## src/rtl/mips_pkg.sv

```systemverilog
// Shared MIPS pipeline definitions: datapath widths, the zero register
// and the store-buffer entry layout.
package mips_pkg;

  localparam int DATA_W     = 32;
  localparam int REG_ADDR_W = 5;

  localparam logic [REG_ADDR_W-1:0] ZERO_REG = 5'd0;

  typedef struct packed {
    logic [DATA_W-1:0] addr;
    logic [DATA_W-1:0] data;
  } sb_entry_t;

  // Writeback source select: loaded data or ALU result.
  function automatic logic [DATA_W-1:0] wb_select(
    input logic              mem_to_reg,
    input logic [DATA_W-1:0] mem_data,
    input logic [DATA_W-1:0] alu_data
  );
    logic [DATA_W-1:0] result;
    if (mem_to_reg) begin
      result = mem_data;
    end else begin
      result = alu_data;
    end
    return result;
  endfunction

endpackage

```

## src/rtl/wb_commit_unit_checker.sv

```systemverilog
// Run-time invariants for the commit unit's store port and stall output.
module wb_commit_unit_checker
  import mips_pkg::*;
#(
  parameter int SB_DEPTH = 4,
  parameter int CNT_W    = 3
) (
  input logic              clk,
  input logic              reset,
  input logic              MemWrite_in,
  input logic              sb_stall,
  input logic              st_valid,
  input logic              st_ready,
  input logic [DATA_W-1:0] st_addr,
  input logic [DATA_W-1:0] st_data,
  input logic [CNT_W-1:0]  sb_count
);

  logic              hold_r;
  logic [DATA_W-1:0] addr_r;
  logic [DATA_W-1:0] data_r;

  // Remember the head while the memory side is back-pressuring
  always_ff @(posedge clk) begin
    if (reset) begin
      hold_r <= 1'b0;
      addr_r <= {DATA_W{1'b0}};
      data_r <= {DATA_W{1'b0}};
    end else begin
      hold_r <= st_valid & ~st_ready;
      addr_r <= st_addr;
      data_r <= st_data;
    end
  end

  // Occupancy, stall cause and head stability under back-pressure
  always_ff @(posedge clk) begin
    if (!reset) begin
      assert (st_valid == (sb_count != {CNT_W{1'b0}}));
      assert (sb_count <= CNT_W'(SB_DEPTH));
      assert (!sb_stall || MemWrite_in);
      if (hold_r) begin
        assert ((st_addr == addr_r) && (st_data == data_r));
      end
    end
  end

endmodule

```

## src/rtl/wb_store_fifo.sv

```systemverilog
// In-order store buffer with first-word fall-through head; a push into a
// full buffer is accepted only when the head pops in the same cycle.
module wb_store_fifo
  import mips_pkg::*;
#(
  parameter int SB_DEPTH = 4
) (
  input  logic                      clk,
  input  logic                      reset,
  input  logic                      push,
  input  logic                      pop,
  input  logic [DATA_W-1:0]         push_addr,
  input  logic [DATA_W-1:0]         push_data,
  output logic [DATA_W-1:0]         head_addr,
  output logic [DATA_W-1:0]         head_data,
  output logic                      full,
  output logic                      empty,
  output logic [$clog2(SB_DEPTH):0] count
);

  localparam int PTR_W = $clog2(SB_DEPTH);
  localparam logic [PTR_W:0] DEPTH_CNT = (PTR_W+1)'(SB_DEPTH);

  sb_entry_t        entries_r [SB_DEPTH];
  logic [PTR_W-1:0] head_r;
  logic [PTR_W-1:0] tail_r;
  logic [PTR_W:0]   count_r;
  logic             do_push_s;
  logic             do_pop_s;

  assign empty     = (count_r == {(PTR_W+1){1'b0}});
  assign full      = (count_r == DEPTH_CNT);
  assign do_pop_s  = pop & ~empty;
  assign do_push_s = push & (~full | do_pop_s);
  assign count     = count_r;
  assign head_addr = entries_r[head_r].addr;
  assign head_data = entries_r[head_r].data;

  // Entry storage: tail slot written on push, all slots cleared on reset
  always_ff @(posedge clk) begin
    if (reset) begin
      for (int i = 0; i < SB_DEPTH; i++) begin
        entries_r[i].addr <= {DATA_W{1'b0}};
        entries_r[i].data <= {DATA_W{1'b0}};
      end
    end else if (do_push_s) begin
      entries_r[tail_r].addr <= push_addr;
      entries_r[tail_r].data <= push_data;
    end
  end

  // Pointers and occupancy; power-of-2 depth lets the pointers wrap naturally
  always_ff @(posedge clk) begin
    if (reset) begin
      head_r  <= {PTR_W{1'b0}};
      tail_r  <= {PTR_W{1'b0}};
      count_r <= {(PTR_W+1){1'b0}};
    end else begin
      if (do_push_s) begin
        tail_r <= tail_r + PTR_W'(1'b1);
      end
      if (do_pop_s) begin
        head_r <= head_r + PTR_W'(1'b1);
      end
      case ({do_push_s, do_pop_s})
        2'b10:   count_r <= count_r + (PTR_W+1)'(1'b1);
        2'b01:   count_r <= count_r - (PTR_W+1)'(1'b1);
        default: count_r <= count_r;
      endcase
    end
  end

endmodule

```

## src/rtl/wb_commit_unit.sv

```systemverilog
// MEM/WB consumer: register-file writeback, in-order store buffer and retire counter.
// Define WB_BYPASS_EN to forward the same-cycle writeback value onto the read ports.
module wb_commit_unit
  import mips_pkg::*;
#(
  parameter int SB_DEPTH = 4
) (
  input  logic                      clk,
  input  logic                      reset,
  input  logic                      MemToReg_in,
  input  logic                      RegWrite_in,
  input  logic                      MemWrite_in,
  input  logic [DATA_W-1:0]         mem_read_data_in,
  input  logic [DATA_W-1:0]         alu_result_in,
  input  logic [REG_ADDR_W-1:0]     write_reg_in,
  input  logic [DATA_W-1:0]         store_data_in,
  input  logic [REG_ADDR_W-1:0]     rs_addr,
  input  logic [REG_ADDR_W-1:0]     rt_addr,
  output logic [DATA_W-1:0]         rs_data,
  output logic [DATA_W-1:0]         rt_data,
  output logic                      st_valid,
  input  logic                      st_ready,
  output logic [DATA_W-1:0]         st_addr,
  output logic [DATA_W-1:0]         st_data,
  output logic                      sb_stall,
  output logic [$clog2(SB_DEPTH):0] sb_count,
  output logic [31:0]               retire_count
);

  localparam int NUM_REGS = 2 ** REG_ADDR_W;
  localparam int CNT_W    = $clog2(SB_DEPTH) + 1;

  logic [DATA_W-1:0] regs_r [NUM_REGS];
  logic [31:0]       retire_r;
  logic [DATA_W-1:0] wb_data_s;
  logic              full_s;
  logic              empty_s;
  logic              pop_s;
  logic              commit_s;
  logic              reg_we_s;
  logic              push_s;

  assign wb_data_s = wb_select(MemToReg_in, mem_read_data_in, alu_result_in);
  assign st_valid  = ~empty_s;
  assign pop_s     = st_valid & st_ready;
  // A full buffer only blocks a store when the head is not leaving this cycle
  assign sb_stall  = MemWrite_in & full_s & ~pop_s;
  assign commit_s  = ~sb_stall;
  assign reg_we_s  = commit_s & RegWrite_in & (write_reg_in != ZERO_REG);
  assign push_s    = commit_s & MemWrite_in;

  assign retire_count = retire_r;

  wb_store_fifo #(
    .SB_DEPTH (SB_DEPTH)
  ) u_store_fifo (
    .clk       (clk),
    .reset     (reset),
    .push      (push_s),
    .pop       (pop_s),
    .push_addr (alu_result_in),
    .push_data (store_data_in),
    .head_addr (st_addr),
    .head_data (st_data),
    .full      (full_s),
    .empty     (empty_s),
    .count     (sb_count)
  );

  // Register file: cleared on reset, written by committing non-zero destinations
  always_ff @(posedge clk) begin
    if (reset) begin
      for (int i = 0; i < NUM_REGS; i++) begin
        regs_r[i] <= {DATA_W{1'b0}};
      end
    end else if (reg_we_s) begin
      regs_r[write_reg_in] <= wb_data_s;
    end
  end

  // Retired-instruction counter, wraps at 2**32
  always_ff @(posedge clk) begin
    if (reset) begin
      retire_r <= 32'd0;
    end else if (commit_s & (RegWrite_in | MemWrite_in)) begin
      retire_r <= retire_r + 32'd1;
    end
  end

  // rs read port
  always_comb begin
    rs_data = {DATA_W{1'b0}};
    if (rs_addr == ZERO_REG) begin
      rs_data = {DATA_W{1'b0}};
`ifdef WB_BYPASS_EN
    end else if (reg_we_s && (rs_addr == write_reg_in)) begin
      rs_data = wb_data_s;
`endif
    end else begin
      rs_data = regs_r[rs_addr];
    end
  end

  // rt read port
  always_comb begin
    rt_data = {DATA_W{1'b0}};
    if (rt_addr == ZERO_REG) begin
      rt_data = {DATA_W{1'b0}};
`ifdef WB_BYPASS_EN
    end else if (reg_we_s && (rt_addr == write_reg_in)) begin
      rt_data = wb_data_s;
`endif
    end else begin
      rt_data = regs_r[rt_addr];
    end
  end

  wb_commit_unit_checker #(
    .SB_DEPTH (SB_DEPTH),
    .CNT_W    (CNT_W)
  ) u_checker (
    .clk         (clk),
    .reset       (reset),
    .MemWrite_in (MemWrite_in),
    .sb_stall    (sb_stall),
    .st_valid    (st_valid),
    .st_ready    (st_ready),
    .st_addr     (st_addr),
    .st_data     (st_data),
    .sb_count    (sb_count)
  );

endmodule

```

## config.mk

```make
export PLATFORM = sky130hd
export DESIGN_NAME = wb_commit_unit
export DESIGN_NICKNAME = d
export VERILOG_FILES = /design/src/rtl/mips_pkg.sv /design/src/rtl/wb_commit_unit_checker.sv /design/src/rtl/wb_store_fifo.sv /design/src/rtl/wb_commit_unit.sv
export SDC_FILE = /design/constraint.sdc
export NUM_CORES = 2
export LEC_CHECK = 0
export ABC_AREA = 1
export CAP_MARGIN = 20
export CORE_ASPECT_RATIO = 0.8
export CORE_MARGIN = 2
export CORE_UTILIZATION = 45
export DETAILED_ROUTE_END_ITERATION = 6
export PLACE_DENSITY_LB_ADDON = 0.05
export SLEW_MARGIN = 10
export SYNTH_ARGS = -nofsm -noshare
export SYNTH_HDL_FRONTEND = slang
export SYNTH_HIERARCHICAL = 1
export SYNTH_SLANG_ARGS = --single-unit
```

## constraint.sdc

```tcl
create_clock -name clk -period 5.08 [get_ports clk]
set_input_delay 1.016 -clock clk [delete_from_list [all_inputs] [get_ports clk]]
set_output_delay 1.016 -clock clk [all_outputs]
set_load 0.01 [all_outputs]
```

Yosys cells after proc, flatten, opt, wreduce, memory -nomap -nowiden:

Memories as Yosys holds them, arrays and structs flattened. A register that Yosys moved wholly into a read port is not among the register bits.
Cells that the tools add are included.

* add/subtract/negate cells: 5
* eq/ne operators: 3
* mux-type cells: 20
* bitwise gates (word level): 15
* reductions and logical operators: 7

Operator list (number)
* two-way mux 32 bit: 4
* two-way mux 64 bit: 1
* OR reduction 64 bit: 1
* adder 32 x 1 -> 32 bit, second input constant: 1
* OR reduction 32 bit: 1
* logical NOT 5 bit: 2
* two-way mux 1 bit: 10
* bitwise AND 1 bit: 9
* two-way mux 2 bit: 3
* case mux 3 bit (2 select lines): 1
* two-way mux 5 bit: 1
* nonzero test 5 bit: 1
* adder 2 x 1 -> 2 bit, second input constant: 2
* inverter 1 bit: 4
* adder 3 x 1 -> 3 bit, second input constant: 1
* equality test 3 bit, second input constant: 1
* logical NOT 3 bit: 1
* subtractor 3 x 1 -> 3 bit, second input constant: 1
* equality test 2 x 1 -> 1 bit, second input constant: 1
* equality test 2 bit, second input constant: 1
* bitwise OR 1 bit: 2
* nonzero test 2 bit: 1

* register bits: 39
* memory bits (writable): 1280
* word-level logic and storage cells: 56
* memories kept: 2

Memory list
* regs_r: words 32, width 32, read ports 2, clocked after Yosys merged registers in 0, write ports 32, line wb_commit_unit.sv:33 `logic [DATA_W-1:0] regs_r [NUM_REGS];`
* u_store_fifo.entries_r: words 4, width 64, read ports 1, clocked after Yosys merged registers in 1, write ports 4, line wb_store_fifo.sv:24 `sb_entry_t entries_r [SB_DEPTH];`

Logic depth before layout (Yosys ltp):

* depth in word-level cells: 13
* gate-level depth with buffers: 16
* gate-level depth less buffers: 16

Hierarchy:

Netlist, hierarchy kept.

Modules (own cells, without submodules)
* wb_commit_unit: instances 1, cells each 7488, area each 59413.2 um^2, sequential area each 31390.1 um^2
* wb_store_fifo: instances 1, cells each 1033, area each 11352.1 um^2, sequential area each 7867.5 um^2

Worst setup path before layout:

Ideal clock, no wire load.

* path type: in2reg
* start point: input port st_ready
* end point: memory u_store_fifo/entries_r[1][0] in the netlist's numbering (enable)
* library setup time: 424 ps
* data arrival time: 3570 ps
* data required time: 4656 ps
* setup slack: 1087 ps
* stages on the path: 10
* cells stage by stage: nand2_1 inv_1 nor2_1 nor2_1 o21ai_4 nor2_4 nand2_2 buf_6 buf_4 nand2_1

RTL lines
* start: declaration: line wb_commit_unit.sv:22 `input logic st_ready,`
* end: declaration: line wb_store_fifo.sv:24

Worst setup path in the final report:

* start point: input port rt_addr[0]
* end point: output port rt_data[18]

* cells in the longest elaborated chain, start to end: 2

Ends and longest elaborated chain
* start: declaration: line wb_commit_unit.sv:18 `input logic [REG_ADDR_W-1:0] rt_addr,`
* memory (32 x 32 bit) or logical NOT 5 bit (tied branches)
* two-way mux 32 bit *: line wb_commit_unit.sv:107 `if (rt_addr == ZERO_REG) begin`
* end: declaration: line wb_commit_unit.sv:20 `output logic [DATA_W-1:0] rt_data,`

Every way passes the cells marked *; elsewhere a longest branch is shown, timed or not.

==> results.txt <==
Net switching power - 7.95 mW
Hold_sp - u_store_fifo/head_r[1]$_SDFFE_PP0N_
Max Clk Rate - 208 MHz
Hold_buf cts - 0
Die ar. - 160,000 um^2
Horiz. Die Dim - 447 um
Row Count - 130
Syn. warnings - 6
Fin. max-slew vios - 0
Fraction of synthesized area in multiplexers - 0.453%
CTS tree - done
Starting Density - 45.2%
Final hold violation count - 0
Iter 0 DRT Violations - 10,000
DR WL/cell - 26.5 um
# Post-CTS Setup Buffers - 0
Count leader, synth - nand2_1
Mapped Area - 70,800 um^2
Post-synthesis async set-or-reset flop share - 0%
Post-synth top flop - edfxtp_1
Worst path arrival time - 3.79 ns
Worst-Margin Slew - 1.17 ns
Critical Path RT - 4.06 ns
M2 GR Usage - 52.7%
Final worst-path cycle share - 94.6%
Synth top area cells - edfxtp_1 54%, nand2_1 14%, nand3_1 9.9%
Clock Sink Count - 1,321
Largest net degree at the start of global routing - 133
Pint - 19.7 mW
Cells after synthesis - 8,521
Drt pass-1 iters - 6
Vias in the first global route - 59,500
CTS-repair resized insts - 0
Sequential share of power - 45.7%
Port-buffer cells - 281
Crit Reg-Reg Startpoint - u_store_fifo/count[0]$_SDFFE_PP0P_
Total negative setup slack - 0 ns
Global Route Usage Sum - 35.0%
Synth Area in XOR/XNOR - 0.0619%
First-pass GRT wire length - 411,000 um
Startpoint Class - input port
Top post-synthesis cells by count - 2,598 x nand2_1, 1,661 x nor2_1, 1,397 x nand3_1
Fill count - 14,500
Final GP Congestion - 0.902
Vias per cell - 5.91
Clock Tree Root - clkbuf_16
I/O pin count - 282
Met3 Resource Use GR - 7.82%
Tmin final - 4.81 ns
Simple-Gate Fraction of Synth Area - 34.2%
RSZ-0062 raised after global routing - no
Number of flops mapped to enable cells by yosys - 1,280
Main combinational cell family by area after synthesis - simple AND/OR/NAND/NOR gates
Nets@finish - 8,686
Synth Register Bits - 1,321
Top-area cell type share of the netlist area - 54.3%
Hold Crit Class - reg -> reg
Busiest grt layer - met2
Unique cell type count in the Yosys netlist - 38
Sequential area share after synthesis - 55.5%
Final WL - 286,000 um
Area occupied by multi-input gates - 27,800 um^2
Crit-path max FO - 49
Complex-gate fraction of the synthesized area - 3.58%
CTS Buf Count - 146
Deepest clock path buffer count - 3
Relative slew margins - 20.3%
Worst-Skew Late Latency - 0.81 ns
Status - completed
# setup viols final - 0
Hold path depth - 2
Adder-Cell Fraction of Synth Area - 0.117%
Initial antenna violation count - 6
Reg2reg end - regs_r[14][1]$_SDFFCE_PN0P_
Clock-pin slew on the worst setup and hold paths - 0.06 ns
Core area - 157,000 um^2
Leak - 32.7 nW
Register Area - 39,300 um^2
Layout cells sized above 1 - 8.13%
PwrDens - 341 nW/um^2
Combinational Power Share - 16.0%
MaxCap Viol Count - 0
Fin Hold WS - 0.473 ns
Setup Skew - 0.0276 ns
Maximum VDD drop - 0.325 mV
CP Class - in -> out
ANT nets after route - 0
Height of the chip - 359 um
DPL Wire Length - 167,000 um
Reg2reg setup slack - 1.66 ns
DR DRC count - 0
Register-to-Register Path Depth - 12
Clock power share - 38.2%
Syn avg cell area - 8.30 um^2
GRT Residual Overflow - 0
H-tree lvl count - 4
Crit path capture type - primary output
DR vias - 63,800
Met1 usage - 49.0%
Area growth, synth to finish - 14.5%
Yosys top cell by area - edfxtp_1
Sw frac - 28.7%
per-stage QoR:
step / total power [mW] / cell area [um^2] / setup WS, ns / instances / util [%]
detailed placement: 17.2 / 76400 / 0.392 / 10500 / 48.8
global placement: 17.2 / 76400 / 0.371 / 10500 / 48.8
floorplan: 15.1 / 70900 / 1.09 / 8552 / -
finish: 27.6 / 81000 / 0.275 / 10800 / 51.7
CTS: 27.7 / 81000 / 0.379 / 10800 / 51.7
global route: 28.4 / 81000 / 0.263 / 10800 / 51.7
per-layer routing:
layer	up-vias	routed length, um
met5	-	64
met4	10	12400
met3	651	33800
met2	4198	124000
met1	30600	116000
li1	28300	-
cell usage in the layout, fill, tap and decap left out, drive strengths merged, types with 2 or more instances in the layout:
master            n
bufinv           10
a211oi            2
buf             309
nor2           1731
dfxtp            41
nand2          2603
o21ai           290
clkinv           63
edfxtp         1280
mux2i            32
nand3          1427
o21a              4
nor3             22
xor2              5
a21oi           116
inv             170
clkbuf          188
conb             32
clkdlybuf4s50   269
clkinvlp          2
o21bai            3
ha                5
o22ai            64
nand4             8
power groups by stage:
stage | sequential (mW) | clock (mW) | combinational, mW
after floorplan | 12.8 | 0 | 2.24
after global placement | 12.9 | 0 | 4.32
after detailed placement | 12.9 | 0 | 4.32
after CTS | 12.6 | 10.7 | 4.34
after global routing | 12.7 | 11.1 | 4.67
final | 12.6 | 10.6 | 4.43
logic make-up after synthesis:
group | count (synthesis)
buf+inv | 884
compound gates | 480
simple gates | 5792
xor+xnor | 5
fa+ha+maj | 6
other cells | 1
mux | 32
flops | 1321
flip-flops by register name (all words and copies together), names as in the netlist, named ones only:
signal                  cells
regs_r                   1024
u_store_fifo/head_r         2
u_store_fifo/entries_r    256
u_store_fifo/count          3
retire_count               32
u_store_fifo/tail_r         2
how the worst max path moves through the flow:
stage	from	to	depth (start not counted)
6_report	rt_addr[0]	rt_data[18]	12
5_1_grt	rs_addr[0]	rs_data[19]	13
4_1_cts	rt_addr[0]	rt_data[8]	12
3_5_place_dp	rt_addr[0]	rt_data[8]	12
3_3_place_gp	rt_addr[0]	rt_data[20]	11
2_1_floorplan	st_ready	u_store_fifo/entries_r[1][0]$_SDFFCE_PN0P_	10
final cells by class:
type,instances,area share [%]
Timing Repair Buffer,578,7.42
Multi-Input combinational cell,6347,34.4
Clock inverter,76,0.843
Inverter,169,0.837
Tap cell,2112,3.26
Clock buffer,188,4.79
Antenna cell,1,0.00309
Sequential cell,1321,48.5
critical path, stage by stage:
cell and delay [ns]:
buf_8 0.18, inv_8 0.40, buf_12 0.31, nand2_1 0.09
nand3_1 0.08, nand3_1 0.08, nand2_1 0.11, nand2_1 0.07
nand3_1 0.12, nand2_1 0.11, nor2_1 0.46, clkdlybuf4s50_1 0.64
(Power assumes the default switching activity.)
